## config.mk

```make
export PLATFORM = sky130hd
export DESIGN_NAME = popcount8
export DESIGN_NICKNAME = d
export VERILOG_FILES = /design/src/rtl/rx_bit_checker_popcount8.sv
export SDC_FILE = /design/constraint.sdc
export NUM_CORES = 1
export LEC_CHECK = 0
export ABC_AREA = 1
export ABC_CLOCK_PERIOD_IN_PS = 6600
export CAP_MARGIN = 40
export CORE_AREA = 3 3 40 42
export DETAILED_ROUTE_END_ITERATION = 12
export DIE_AREA = 0 0 43 45
export PLACE_DENSITY = 0.44
export SLEW_MARGIN = 40
export SYNTH_ARGS = -nofsm -noshare
export SYNTH_HDL_FRONTEND = slang
export SYNTH_SLANG_ARGS = --single-unit
```

## constraint.sdc

```tcl
create_clock -name vclk -period 6.6
set_clock_uncertainty 0.2 [all_clocks]
set_input_delay 0.99 -clock vclk [all_inputs]
set_output_delay 0.99 -clock vclk [all_outputs]
set_load 0.05 [all_outputs]
```

## src/rtl/rx_bit_checker_popcount8.sv

```systemverilog
// popcount8: number of set bits in a byte
module popcount8 (
  input  logic [7:0] d,
  output logic [3:0] cnt
);
  // sum the bits of d
  always_comb begin
    cnt = '0;
    for (int i = 0; i < 8; i++) cnt = cnt + {3'd0, d[i]};
  end
endmodule

```

==> impl_metrics.xml <==
<?xml version="1.0" encoding="UTF-8"?>
<metrics>
  <group name="status">
    <metric name="outcome" unit="">complete, no violations</metric>
  </group>
  <group name="min_path">
    <metric name="hold_path.class" unit="">in2out</metric>
    <metric name="hp-start" unit="">d[2]</metric>
    <metric name="hold_path_end" unit="">cnt[0]</metric>
    <metric name="number_of_cells_traversed_by_the_worst_hold_path" unit="">3</metric>
  </group>
  <group name="synth">
    <metric name="synthTopCellsByArea" unit="">fa_1 (40%), inv_1 (30%), ha_1 (19%), nand2_1 (9.3%), nand3_1 (2.5%)</metric>
    <metric name="synth.yosys.seq_area_share" unit="%">0</metric>
    <metric name="synth_cell_type_count" unit="">5</metric>
    <metric name="ys.warnings.count" unit="">0</metric>
    <metric name="synth_area" unit="sq um">201</metric>
    <metric name="synth_nets" unit="">44</metric>
    <metric name="post_synth.cell_area_avg" unit="sq um">6.95</metric>
    <metric name="syn_inst" unit="">29</metric>
    <metric name="synth_area_leader_cell" unit="">fa_1</metric>
    <metric name="synth_largest_type_area_fraction" unit="%">39.8</metric>
  </group>
  <group name="pwr">
    <metric name="vdd.ir_drop.worst" unit="uV">83.2</metric>
    <metric name="power.switching" unit="uW">49.9</metric>
    <metric name="power_report.internal_total" unit="uW">29.4</metric>
    <metric name="switching_part_of_the_total_power" unit="%">62.9</metric>
    <metric name="power-per-cell-area" unit="nW/um^2">233</metric>
    <metric name="clockPowerShare" unit="%">0</metric>
    <metric name="sequentialPowerShare" unit="%">0</metric>
    <metric name="leakage" unit="nW">0.197</metric>
    <metric name="combinationalPowerShare" unit="%">100.0</metric>
  </group>
  <group name="final_layout">
    <metric name="antennaDiodeCount" unit="">0</metric>
    <metric name="postLayoutCoreUtil" unit="%">26.5</metric>
    <metric name="regArea" unit="sq um">0</metric>
    <metric name="sequential_cell_total" unit="">0</metric>
    <metric name="final_layout_size_suffix_gt1_share" unit="%">0</metric>
    <metric name="layout.nets" unit="">58</metric>
    <metric name="n_clock_buffer" unit="">0</metric>
    <metric name="final_cell_count_without_fillers" unit="">56</metric>
    <metric name="most-common-layout-cells" unit="">inv_1 (16), clkdlybuf4s50_1 (12), nand2_1 (5), fa_1 (4), ha_1 (3)</metric>
    <metric name="post-route-cell-area" unit="sq um">340</metric>
    <metric name="layout.cells.most_common" unit="">inv_1</metric>
    <metric name="layout-area-overhead-vs-synth" unit="%">68.9</metric>
  </group>
  <group name="route">
    <metric name="via_per_inst" unit="">3.27</metric>
    <metric name="first_pass_iters" unit="">3</metric>
    <metric name="post-route-drc-count" unit="">0</metric>
    <metric name="dr.first_iter.drc_count" unit="">2</metric>
    <metric name="number_of_nets_still_failing_antenna_checks_after_routing" unit="">0</metric>
    <metric name="via_count" unit="">183</metric>
    <metric name="routed_wl" unit="um">346</metric>
    <metric name="drt-wirelength-per-cell" unit="um">6.18</metric>
  </group>
  <group name="sta">
    <metric name="setup_repair_after_global_routing_missed_its_margin" unit="">false</metric>
    <metric name="max_slew_margin" unit="%">67.1</metric>
    <metric name="slew_at_the_pin_closest_to_its_max_slew_limit" unit="ns">0.491</metric>
    <metric name="finalCriticalPeriod" unit="ns">5.70</metric>
    <metric name="timing.final.hold_violations" unit="">0</metric>
    <metric name="setup_tns" unit="ns">0</metric>
    <metric name="timing.final.crit_share" unit="%">86.3</metric>
    <metric name="final_slew_viol_count" unit="">0</metric>
    <metric name="finalSetupViolCount" unit="">0</metric>
    <metric name="fmax" unit="GHz">0.176</metric>
  </group>
  <group name="worst_setup_path">
    <metric name="worst-path-max-fanout" unit="">2</metric>
    <metric name="crit_path_end_kind" unit="">primary output</metric>
    <metric name="critical_path_required" unit="ns">5.41</metric>
    <metric name="worstPathArrival" unit="ns">4.51</metric>
    <metric name="startpoint_type" unit="">primary input</metric>
    <metric name="critical_path_class" unit="">in2out</metric>
  </group>
  <group name="global_routing">
    <metric name="gr-usage-all-layers" unit="%">4.17</metric>
    <metric name="global_route_wire_length_before_repair" unit="um">655</metric>
    <metric name="globalRouteOverflowTotal" unit="">0</metric>
    <metric name="grt_pass1_vias" unit="">145</metric>
    <metric name="initial_antenna_violation_count" unit="">0</metric>
    <metric name="grt_max_degree" unit="">5</metric>
  </group>
  <group name="clock_network">
    <metric name="cts-hold-fix-buffers" unit="">0</metric>
    <metric name="post_cts_resize_count" unit="">0</metric>
    <metric name="postCtsSetupRepairBufs" unit="">0</metric>
  </group>
  <group name="placement">
    <metric name="placement.cell_area" unit="sq um">340</metric>
    <metric name="post-place-cells" unit="">56</metric>
    <metric name="gp_routability_congestion" unit="">0.643</metric>
    <metric name="place_hpwl" unit="um">320</metric>
    <metric name="io_buffers" unit="">12</metric>
  </group>
  <group name="floorplan">
    <metric name="die-width" unit="um">43</metric>
    <metric name="core_area" unit="sq um">1280</metric>
    <metric name="die_outline_area" unit="sq um">1940</metric>
    <metric name="design.portCount" unit="">12</metric>
    <metric name="rows" unit="">13</metric>
    <metric name="dieHeight" unit="um">45</metric>
    <metric name="start_util" unit="%">15.7</metric>
  </group>
  <group name="run">
    <metric name="cap_violations" unit="">0</metric>
  </group>
</metrics>
-- worst max path at each step --
stage | end | depth (start not counted) | start
2_1_floorplan | cnt[2] | 11 | d[0]
3_3_place_gp | cnt[2] | 13 | d[0]
3_5_place_dp | cnt[1] | 11 | d[0]
4_1_cts | cnt[2] | 13 | d[0]
5_1_grt | cnt[2] | 13 | d[0]
6_report | cnt[2] | 13 | d[0]
-- metal layers --
layer,vias to the layer above,track usage (%),share of wire [%]
met5,-,0,0
met3,0,0.398,7.2
li1,99,-,-
met4,0,0,0
met1,79,7.28,45
met2,5,5.69,47
-- metrics by stage --
step	power, mW	setup slack (ns)	hold slack (ns)
finish	0.0793	0.902	3.15
global route	0.0888	0.734	3.20
CTS	0.0808	0.872	3.15
detailed placement	0.0802	0.884	3.15
global placement	0.0809	0.885	3.15
floorplan	0.0563	1.95	2.16
-- cells by family after synthesis --
logic type	share of synthesized area [%]
buffers and inverters	29.8
adder cells (fa/ha/maj)	58.4
AND/OR/NAND/NOR	11.8
-- critical path, stage by stage --
cell and delay, ns:
clkdlybuf4s50_1 0.45, inv_1 0.05, fa_1 0.55, fa_1 0.43, fa_1 0.43, inv_1 0.06
ha_1 0.17, inv_1 0.06, fa_1 0.37, inv_1 0.06, nand2_1 0.04, nand2_1 0.05
clkdlybuf4s50_1 0.79
-- synthesized netlist by cell type (all sizes together) --
| library cell | n |
|---|---|
| nand2 | 5 |
| ha | 3 |
| fa | 4 |
| nand3 | 1 |
| inv | 16 |
-- power groups by stage --
stage | clock network, mW | registers, mW | logic, mW
after floorplan | 0 | 0 | 0.0563
after global placement | 0 | 0 | 0.0809
after detailed placement | 0 | 0 | 0.0802
after CTS | 0 | 0 | 0.0808
after global routing | 0 | 0 | 0.0888
final | 0 | 0 | 0.0793
-- cell type report --
type / instances / area, sq um
inverter: 16 / 60.1
tap: 15 / 18.8
fill: 143 / 945
multi-input combinational: 13 / 141
timing repair buffer: 12 / 120
Power figures use the tool's default switching activity.
